## src/rtl/bcd_time_pkg.sv

```systemverilog
// bcd_time_pkg
// Shared constants and helpers for the BCD time counter family.
//   BCD_UNITS_MAX / BCD_TENS_MAX : digit limits of a 00-59 field
//   ADJ_*                        : encodings of the two-bit adjust request
//   div_w()                      : counter width for a clock-enable prescaler
`timescale 1ns/1ps
package bcd_time_pkg;

  localparam logic [3:0] BCD_UNITS_MAX = 4'd9;
  localparam logic [3:0] BCD_TENS_MAX  = 4'd5;

  localparam logic [1:0] ADJ_NONE = 2'b00;
  localparam logic [1:0] ADJ_UP   = 2'b01;
  localparam logic [1:0] ADJ_DN   = 2'b10;

  // Bits needed to hold 0 .. div-1 (at least one bit).
  function automatic int div_w(input int unsigned div);
    int unsigned span;
    int          w;
    span = (div > 1) ? div - 1 : 1;
    w    = 0;
    while (span != 0) begin
      w++;
      span = span >> 1;
    end
    return w;
  endfunction

endpackage

```

## src/rtl/bcd_time_counter_field60.sv

```systemverilog
// bcd_field60
// One two-digit BCD field counting 00..59 in either direction.
//   clk_100mhz, rst : clock and asynchronous active-high reset
//   en              : step allowed this cycle
//   dir             : 0 = up, 1 = down
//   carry_in        : carry (up) or borrow (down) from the field below;
//                     the field steps only when en and carry_in are both high
//   load_zero       : synchronous clear to 00
//   tens, units     : registered BCD digits
//   carry_out       : carry/borrow to the next field (combinational)
//   is_zero         : field currently reads 00
`timescale 1ns/1ps
module bcd_field60
  import bcd_time_pkg::*;
(
  input  logic       clk_100mhz,
  input  logic       rst,
  input  logic       en,
  input  logic       dir,
  input  logic       carry_in,
  input  logic       load_zero,
  output logic [3:0] tens,
  output logic [3:0] units,
  output logic       carry_out,
  output logic       is_zero
);

  logic at_max;

  assign is_zero   = (tens == 4'd0) && (units == 4'd0);
  assign at_max    = (tens == BCD_TENS_MAX) && (units == BCD_UNITS_MAX);
  assign carry_out = carry_in & (dir ? is_zero : at_max);

  always_ff @(posedge clk_100mhz or posedge rst) begin
    if (rst) begin
      tens  <= 4'd0;
      units <= 4'd0;
    end else if (load_zero) begin
      tens  <= 4'd0;
      units <= 4'd0;
    end else if (en && carry_in) begin
      if (!dir) begin
        if (units == BCD_UNITS_MAX) begin
          units <= 4'd0;
          tens  <= (tens == BCD_TENS_MAX) ? 4'd0 : tens + 4'd1;
        end else begin
          units <= units + 4'd1;
        end
      end else begin
        if (units == 4'd0) begin
          units <= BCD_UNITS_MAX;
          tens  <= (tens == 4'd0) ? BCD_TENS_MAX : tens - 4'd1;
        end else begin
          units <= units - 4'd1;
        end
      end
    end
  end

endmodule

```

## src/rtl/bcd_time_counter.sv

```systemverilog
// bcd_time_counter
// Single-clock multi-field BCD stopwatch/timer core with clock-enable
// prescalers, count up/down, per-field adjust and synchronous clear.
//   clk_100mhz, rst : clock and asynchronous active-high reset
//   run_toggle      : one-cycle pulse, toggles running
//   clr             : synchronous clear of digits and flags
//   mode_down       : 0 = count up, 1 = count down
//   adj, sel        : adjust request (01 up, 10 down) for field sel
//   digits          : packed BCD, field f at [8f+7:8f], tens in high nibble
//   running         : run state
//   adjusting       : an adjust request targets an existing field
//   expired         : sticky, count-down reached zero
//   rollover        : one-cycle pulse when count-up wraps to all-00
`timescale 1ns/1ps
module bcd_time_counter
  import bcd_time_pkg::*;
#(
  parameter int CLK_HZ     = 100000000,
  parameter int TICK_HZ    = 1,
  parameter int ADJ_HZ     = 2,
  parameter int NUM_FIELDS = 2,
  parameter int SEL_W      = 2
) (
  input  logic                    clk_100mhz,
  input  logic                    rst,
  input  logic                    run_toggle,
  input  logic                    clr,
  input  logic                    mode_down,
  input  logic [1:0]              adj,
  input  logic [SEL_W-1:0]        sel,
  output logic [8*NUM_FIELDS-1:0] digits,
  output logic                    running,
  output logic                    adjusting,
  output logic                    expired,
  output logic                    rollover
);

  localparam int TICK_DIV = CLK_HZ / TICK_HZ;
  localparam int ADJ_DIV  = CLK_HZ / ADJ_HZ;
  localparam int TICK_W   = div_w(TICK_DIV);
  localparam int ADJ_W    = div_w(ADJ_DIV);
  localparam logic [TICK_W-1:0] TICK_LAST = TICK_W'(TICK_DIV - 1);
  localparam logic [ADJ_W-1:0]  ADJ_LAST  = ADJ_W'(ADJ_DIV - 1);

  logic [TICK_W-1:0]     tick_cnt;
  logic [ADJ_W-1:0]      adj_cnt;
  logic                  tick_en;
  logic                  adj_en;
  logic                  adj_act;
  logic                  adj_step;
  logic                  start;
  logic                  tick_step;
  logic                  cnt_step;
  logic                  all_zero;
  logic                  one_left;
  logic                  fld_dir;
  logic [NUM_FIELDS-1:0] fld_en;
  logic [NUM_FIELDS-1:0] fld_cin;
  logic [NUM_FIELDS-1:0] fld_cout;
  logic [NUM_FIELDS-1:0] fld_zero;

  assign tick_en = (tick_cnt == TICK_LAST);
  assign adj_en  = (adj_cnt == ADJ_LAST);

  // An out-of-range sel leaves the block in normal mode.
  assign adj_act  = ((adj == ADJ_UP) || (adj == ADJ_DN)) &&
                    ({1'b0, sel} < (SEL_W + 1)'(NUM_FIELDS));
  assign adj_step = !clr && adj_act && adj_en;
  assign start    = !clr && run_toggle && !running;

  // Ticks lose to clr, adjust and run_toggle in the same cycle.
  assign tick_step = !clr && !run_toggle && running && !adj_act && tick_en;

  assign all_zero = &fld_zero;
  // Value is exactly one: field 0 reads 01 and every higher field is 00.
  assign one_left = (digits[7:0] == 8'h01) &&
                    (&(fld_zero | NUM_FIELDS'(1)));

  // A down tick at all-zero changes no digit; it only expires.
  assign cnt_step = tick_step && !(mode_down && all_zero);
  assign fld_dir  = adj_step ? (adj == ADJ_DN) : mode_down;

  // During adjust only the selected field sees a carry_in, so no carry
  // or borrow reaches its neighbours.
  for (genvar f = 0; f < NUM_FIELDS; f++) begin : g_field
    assign fld_en[f] = adj_step || cnt_step;
    if (f == 0) begin : g_lsf
      assign fld_cin[f] = adj_step ? (sel == SEL_W'(f)) : 1'b1;
    end else begin : g_upper
      assign fld_cin[f] = adj_step ? (sel == SEL_W'(f)) : fld_cout[f-1];
    end

    bcd_field60 u_field (
      .clk_100mhz (clk_100mhz),
      .rst        (rst),
      .en         (fld_en[f]),
      .dir        (fld_dir),
      .carry_in   (fld_cin[f]),
      .load_zero  (clr),
      .tens       (digits[8*f+4 +: 4]),
      .units      (digits[8*f   +: 4]),
      .carry_out  (fld_cout[f]),
      .is_zero    (fld_zero[f])
    );
  end

  // Tick prescaler restarts on clr and on start so the first tick after
  // start lands a full period later.
  always_ff @(posedge clk_100mhz or posedge rst) begin
    if (rst) begin
      tick_cnt <= '0;
    end else if (clr || start || tick_en) begin
      tick_cnt <= '0;
    end else begin
      tick_cnt <= tick_cnt + TICK_W'(1);
    end
  end

  always_ff @(posedge clk_100mhz or posedge rst) begin
    if (rst) begin
      adj_cnt <= '0;
    end else if (adj_en) begin
      adj_cnt <= '0;
    end else begin
      adj_cnt <= adj_cnt + ADJ_W'(1);
    end
  end

  always_ff @(posedge clk_100mhz or posedge rst) begin
    if (rst) begin
      running   <= 1'b0;
      expired   <= 1'b0;
      rollover  <= 1'b0;
      adjusting <= 1'b0;
    end else begin
      adjusting <= adj_act;
      rollover  <= cnt_step && !mode_down && fld_cout[NUM_FIELDS-1];
      if (clr) begin
        running <= 1'b0;
        expired <= 1'b0;
      end else if (run_toggle) begin
        running <= ~running;
        if (!running) begin
          expired <= 1'b0;
        end
      end else if (tick_step && mode_down && (all_zero || one_left)) begin
        running <= 1'b0;
        expired <= 1'b1;
      end
    end
  end

endmodule

```

## config.mk

```make
export PLATFORM = sky130hd
export DESIGN_NAME = bcd_time_counter
export DESIGN_NICKNAME = d
export VERILOG_FILES = /design/src/rtl/bcd_time_pkg.sv /design/src/rtl/bcd_time_counter_field60.sv /design/src/rtl/bcd_time_counter.sv
export SDC_FILE = /design/constraint.sdc
export NUM_CORES = 1
export LEC_CHECK = 0
export ABC_AREA = 1
export CAP_MARGIN = 10
export CORE_MARGIN = 2
export CORE_UTILIZATION = 43
export CTS_BUF_LIST = sky130_fd_sc_hd__clkbuf_4
export DETAILED_ROUTE_END_ITERATION = 16
export SLEW_MARGIN = 20
export SYNTH_ARGS = -nofsm -noshare
export SYNTH_HDL_FRONTEND = slang
export SYNTH_SLANG_ARGS = --single-unit
```

## constraint.sdc

```tcl
create_clock -name clk_100mhz -period 2.8 [get_ports clk_100mhz]
set_input_delay 0.84 -clock clk_100mhz [delete_from_list [all_inputs] [get_ports clk_100mhz]]
set_output_delay 0.84 -clock clk_100mhz [all_outputs]
set_load 0.05 [all_outputs]
```

**Yosys cells after proc, flatten, opt, wreduce, memory -nomap -nowiden**

Index checks and enable logic that the tools add are counted.

- Bits in registers: 73
- Input bits: 9
- Logic and storage cells: 122

- Add/subtract/negate cells: 10
- Order comparisons: 1
- Equal/unequal tests: 13
- Muxes and demuxes: 38
- Bitwise operators: 3
- Reductions and logical operators: 47

Operators with widths:

| kind | number |
|---|---|
| two-way mux 4 bit | 24 |
| adder 27 x 1 -> 27 bit (second input constant) | 1 |
| == test 27 bit (second input constant) | 1 |
| two-way mux 27 bit | 1 |
| adder 26 x 1 -> 26 bit (second input constant) | 1 |
| == test 26 bit (second input constant) | 1 |
| two-way mux 26 bit | 1 |
| logical AND 1 bit | 22 |
| adder 4 x 1 -> 4 bit (second input constant) | 4 |
| zero test 4 bit | 4 |
| subtractor 4 x 1 -> 4 bit (second input constant) | 4 |
| two-way mux 1 bit | 12 |
| nonzero test 3 bit | 3 |
| == test 4 x 3 -> 1 bit (second input constant) | 2 |
| == test 4 bit (second input constant) | 2 |
| == test 8 x 1 -> 1 bit (second input constant) | 1 |
| zero test 1 bit | 6 |
| != test 3 bit (second input constant) | 2 |
| AND reduction 3 bit | 2 |
| logical OR 1 bit | 5 |
| == test 2 x 1 -> 1 bit (second input constant) | 2 |
| AND reduction 2 bit | 2 |
| nonzero test 2 bit | 2 |
| != test 3 x 2 -> 1 bit (second input constant) | 1 |
| other kinds (5) | 6 |

**Longest topological paths before layout**

- Depth in word-level cells: 12
- Depth in mapped cells: 17
- Gate-level depth less buffers: 16

**Hierarchy**

Synthesis repeated with hierarchy kept, for this count alone.

- Cells, all modules: 672
- Area, all modules: 4845.9 µm²

By module, submodules not included:

| module | times used | cells each | area an instance (µm²) | sequential area each (µm²) |
|---|---|---|---|---|
| bcd_time_counter | 1 | 446 | 3321.9 | 1426.4 |
| bcd_field60 | 2 | 113 | 762.0 | 200.2 |

**Least setup slack after synthesis**

OpenSTA, ideal clock, no wires.

- Path type: input port to flip-flop
- Start: input adj[0]
- End: register g_field[1].u_field.units[1]
- Library setup time: 0.116 ns
- Data arrival time: 2.433 ns
- Required time: 2.684 ns
- Slack: 0.251 ns
- Cell stages on the path: 16
- Buffers on the path: 1
- Path through: inv_1 ha_1 or2_1 nor2_4 nand3_4 nand2_2 nand2_4 nand2_2 nand3_2 nand2_2 nand2_2 nand2_4 buf_12 inv_6 nand2_2 nand2_2

- Word-level cells in the longest chain between the ends: 11
- Elaborated cells on any way between the ends: 21
- Those cells by class: 2 x eq/ne; 7 x mux; 1 x bitwise; 11 x reduce/logical

Ends and longest elaborated chain:

| what | RTL line | text |
|---|---|---|
| start: declaration | bcd_time_counter.sv:29 | `input logic [1:0] adj,` |
| == test 2 x 1 -> 1 bit / == test 2 bit (equally long branches) | bcd_time_counter.sv:66, bcd_time_counter.sv:81 |  |
| logical OR 1 bit | bcd_time_counter.sv:66 | `assign adj_act = ((adj == ADJ_UP) \|\| (adj == ADJ_DN)) &&` |
| logical AND 1 bit | bcd_time_counter.sv:66 |  |
| logical AND 1 bit (2 in series) | bcd_time_counter.sv:68 | `assign adj_step = !clr && adj_act && adj_en;` |
| two-way mux 1 bit | bcd_time_counter.sv:81 | `assign fld_dir = adj_step ? (adj == ADJ_DN) : mode_down;` |
| two-way mux 1 bit | bcd_time_counter_field60.sv:32 | `assign carry_out = carry_in & (dir ? is_zero : at_max);` |
| bitwise AND 1 bit | bcd_time_counter_field60.sv:32 |  |
| two-way mux 1 bit | bcd_time_counter.sv:90 | `assign fld_cin[f] = adj_step ? (sel == SEL_W'(f)) : fld_cout[f-1];` |
| logical AND 1 bit | bcd_time_counter_field60.sv:41 | `end else if (en && carry_in) begin` |
| nonzero test 2 bit (no source line) | - |  |
| end signal: assignment | bcd_time_counter_field60.sv:47 | `units <= units + 4'd1;` |
| end signal: assignment | bcd_time_counter_field60.sv:54 | `units <= units - 4'd1;` |
| end: declaration | bcd_time_counter_field60.sv:23 | `output logic [3:0] units,` |

Several ways; a longest one is shown, not always the timed one. The select of a mux whose other input is x is not followed.
A chain may end at the register's enable or synchronous reset.

**Worst setup path after layout**

- Start: register g_field[0].u_field.units[3]
- End: output digits[3]

RTL lines:

| what | RTL line | text |
|---|---|---|
| start: declaration | bcd_time_counter_field60.sv:23 |  |
| start signal: assignment | bcd_time_counter_field60.sv:47 |  |
| start signal: assignment | bcd_time_counter_field60.sv:54 |  |
| end: declaration | bcd_time_counter.sv:31 | `output logic [8*NUM_FIELDS-1:0] digits,` |

No word-level cell between the ends.

==> results.cfg <==
[yosys]
ys_ff_latch = 73
netlist-cell-type-count = 45
yosys_most_used_dff = dfrtp_1
synth_compound_area_share_pct = 9.66
syn_nets = 605
yosys.area_share.simple_pct = 37.9
synth_mux_area_share_pct = 0
yosysSeqAreaShare_pct = 40.4
synthesis.area_um2 = 4520
avgSynthCellArea_um2 = 7.62
ys_async_sr_fraction_pct = 100
synth_xor_area_share_pct = 3.10
synth-edff-count = 0
synth_fa_ha_area_share_pct = 0.830
synth_top_family_by_area = simple AND/OR/NAND/NOR gates
ys.warnings.count = 0
synth_cells = 593

[route]
drt-met1-wl_mm = 4.81
dr_wl_met3_um = 349
via_count = 3985
wire_per_inst_um = 13.0
via_per_inst = 5.09
drtIter0Drc = 135
drt_wl_total_mm = 10.2
dr.pass1.iters = 4
topRoutingLayerUsed = met4
dr_wl_met2_mm = 4.86
drtAntennaViolNets = 0
drc = 0

[worst_setup_path]
worstSetupPathType = reg -> out
slowest_stage = clkdlybuf4s50_1
worstPathRequired_ns = 1.96
cp_cell_sequence = clkdlybuf4s50_1
slowest_delay_ns = 0.86
cp-end-kind = output pin
start_kind = flop
critical-path-top-delay-family = buffers and inverters
critPathMaxFanout = 8
rrSetupSlack_ns = 0.52
critical_path_buf_inv_count = 1
critPathArrivalTime_ns = 1.84

[global_routing]
antenna_found_initial = 0
grt-ovfl-total = 0
grt_usage_pct = 19.8
grt_pass1_vias = 3913
grt_pass1_wl_mm = 17.7
grt_max_degree = 31

[sta]
hold_violations = 0
rsz0062_at_grt = false
fin_skew_ns = 0.0170
final-setup-viol-count = 0
slew_headroom_pct = 59.9
worstMarginPinSlew_ns = 0.594
layout_min_cycle_time_ns = 2.68
fin_crit_sh_pct = 95.7
drv_slew = 0
fmax_ghz = 0.373

[cts]
post_cts_resized = 0
cts_made_buffers = 9
worstSkewPairLatency_ns = 0.47
cts_tree = built
cts_setup_buffers = 0
ctsRootBufferMaster = clkbuf_4
cts.path.max_buffers = 2
clkTransAtPathRegs_ns = 0.12
htreeDepth = 3
hold_buffers = 0
clock-sinks = 73

[finish]
diodes = 0
drive_gt1_share_pct = 13.4
nNetsFinal = 654
fin_util_pct = 50.9
stdcell_count = 783
areaGrowthSynthToFinish_pct = 15.6

[outcome]
outcome = finished, final reports clean

[power_and_ir_drop]
powerDensity_nw_per_um2 = 480
peakVddDrop_mv = 0.413
leakage_uw = 0.00239

[die]
fp-row-count = 37
die_h_um = 107
die_x_um = 107
die_area_um2 = 11300
num_io_pins = 29
floorplan.initialDensity_pct = 44.0
core_um2 = 10300

[placement]
gp_congestion = 0.911
placed_cells = 767
hpwl_mm = 7.76
io_buffers = 28

[min_path]
hp-class = reg -> reg

[run]
cap_violations = 0
==> layer usage <==
metal  track usage, %  vias up
li1                 -     2068
met1             25.2     1844
met2             31.5       62
met3             6.50       11
met4             7.14        0
met5                0        -
==> power breakdown <==
part,internal [µW],switching (µW)
Clock,361,407
Combinational,194,387
Sequential,1090,65.5
Total,1650,860
==> registers in the layout, indices dropped and copies added (netlist names) <==
signal and count:
expired 1, g_field.u_field.tens 8, adj_cnt 26, g_field.u_field.units 8, adjusting 1, rollover 1, running 1, tick_cnt 27
==> layout by cell type (no fill, tap or decap), types with 2 or more instances in the layout <==
cell type / n
buf_12: 2
clkbuf_4: 9
ha_1: 3
nand3_2: 8
and3_1: 3
o21ai_2: 4
nor2_4: 5
nor2_8: 2
nor4b_1: 2
nor3b_1: 6
o21ai_1: 7
nor4_1: 7
xor2_1: 14
inv_2: 5
nor2_1: 78
bufinv_16: 2
nand2_2: 13
buf_4: 13
nand4_1: 16
o31ai_1: 2
inv_1: 79
nand3_1: 36
o21ai_0: 19
dfrtp_1: 73
a21oi_1: 32
nand3_4: 2
or2_2: 2
clkdlybuf4s50_1: 28
inv_6: 2
o21a_1: 4
nor2_2: 7
nand2_1: 104
nand2_4: 4
a31oi_1: 2
xnor2_1: 2
nor3_2: 3
nor3_1: 33
==> Yosys cell counts, types with 5 or more instances <==
| cell type | number | share of area [%] |
|---|---|---|
| nand2_1 | 104 | 8.6 |
| inv_1 | 80 | 6.6 |
| nor2_1 | 78 | 6.5 |
| dfrtp_1 | 73 | 40 |
| nand3_1 | 36 | 4.0 |
| nor3_1 | 33 | 3.7 |
| a21oi_1 | 32 | 3.5 |
| o21ai_0 | 19 | 2.1 |
| nand4_1 | 16 | 2.2 |
| xor2_1 | 14 | 2.7 |
| nand2_2 | 13 | 1.8 |
| nand3_2 | 8 | 1.8 |
| nor2_2 | 7 | 0.97 |
| nor4_1 | 7 | 0.97 |
| o21ai_1 | 7 | 0.77 |
| nor3b_1 | 6 | 1.0 |
| nor2_4 | 5 | 1.2 |
==> cell type report <==
cell class | count | area, µm²
Sequential cell | 73 | 1830
Tap cell | 136 | 170
Timing Repair Buffer | 43 | 418
Clock buffer | 9 | 67.6
Clock inverter | 7 | 93.8
Inverter | 85 | 324
Fill cell | 1035 | 5050
Multi-Input combinational cell | 430 | 2330
==> cell families (layout without fill, tap and decap cells) <==
kind of cell               count (synthesis)  in the layout
AOI/OAI and AO/OA                         77             77
DFF                                       73             73
and+or+nand+nor                          334            334
adders and majority gates                  3              3
buffers and inverters                     90            144
xor gates and xnor gates                  16             16
==> through the flow <==
step | hold slack, ns | setup WS [ns] | TNS, ns | cell area (µm²) | power (µW)
after floorplan | 0.433 | 0.107 | 0 | 4520 | 1580
after global routing | 0.499 | 0.0151 | 0 | 5230 | 2650
after CTS | 0.478 | 0.0665 | 0 | 5230 | 2550
after global placement | 0.454 | -0.239 | -3.44 | 5070 | 1750
final | 0.480 | 0.121 | 0 | 5230 | 2510
after detailed placement | 0.460 | -0.283 | -3.92 | 5070 | 1760
==> final timing paths <==
check                           cells after the start                         from                          end
worst max-delay path                                1  g_field[0].u_field.units[3]                    digits[3]
worst min-delay path                                1                   adj_cnt[0]                   adj_cnt[0]
worst max register to register                     14                   adj_cnt[0]   g_field[1].u_field.tens[2]
worst min register to register                      1                   adj_cnt[0]                   adj_cnt[0]
max in group asynchronous                           3                          rst  g_field[1].u_field.units[1]
min in group asynchronous                           2                          rst                 tick_cnt[12]
Note: power is estimated with default switching activity, not from simulation.
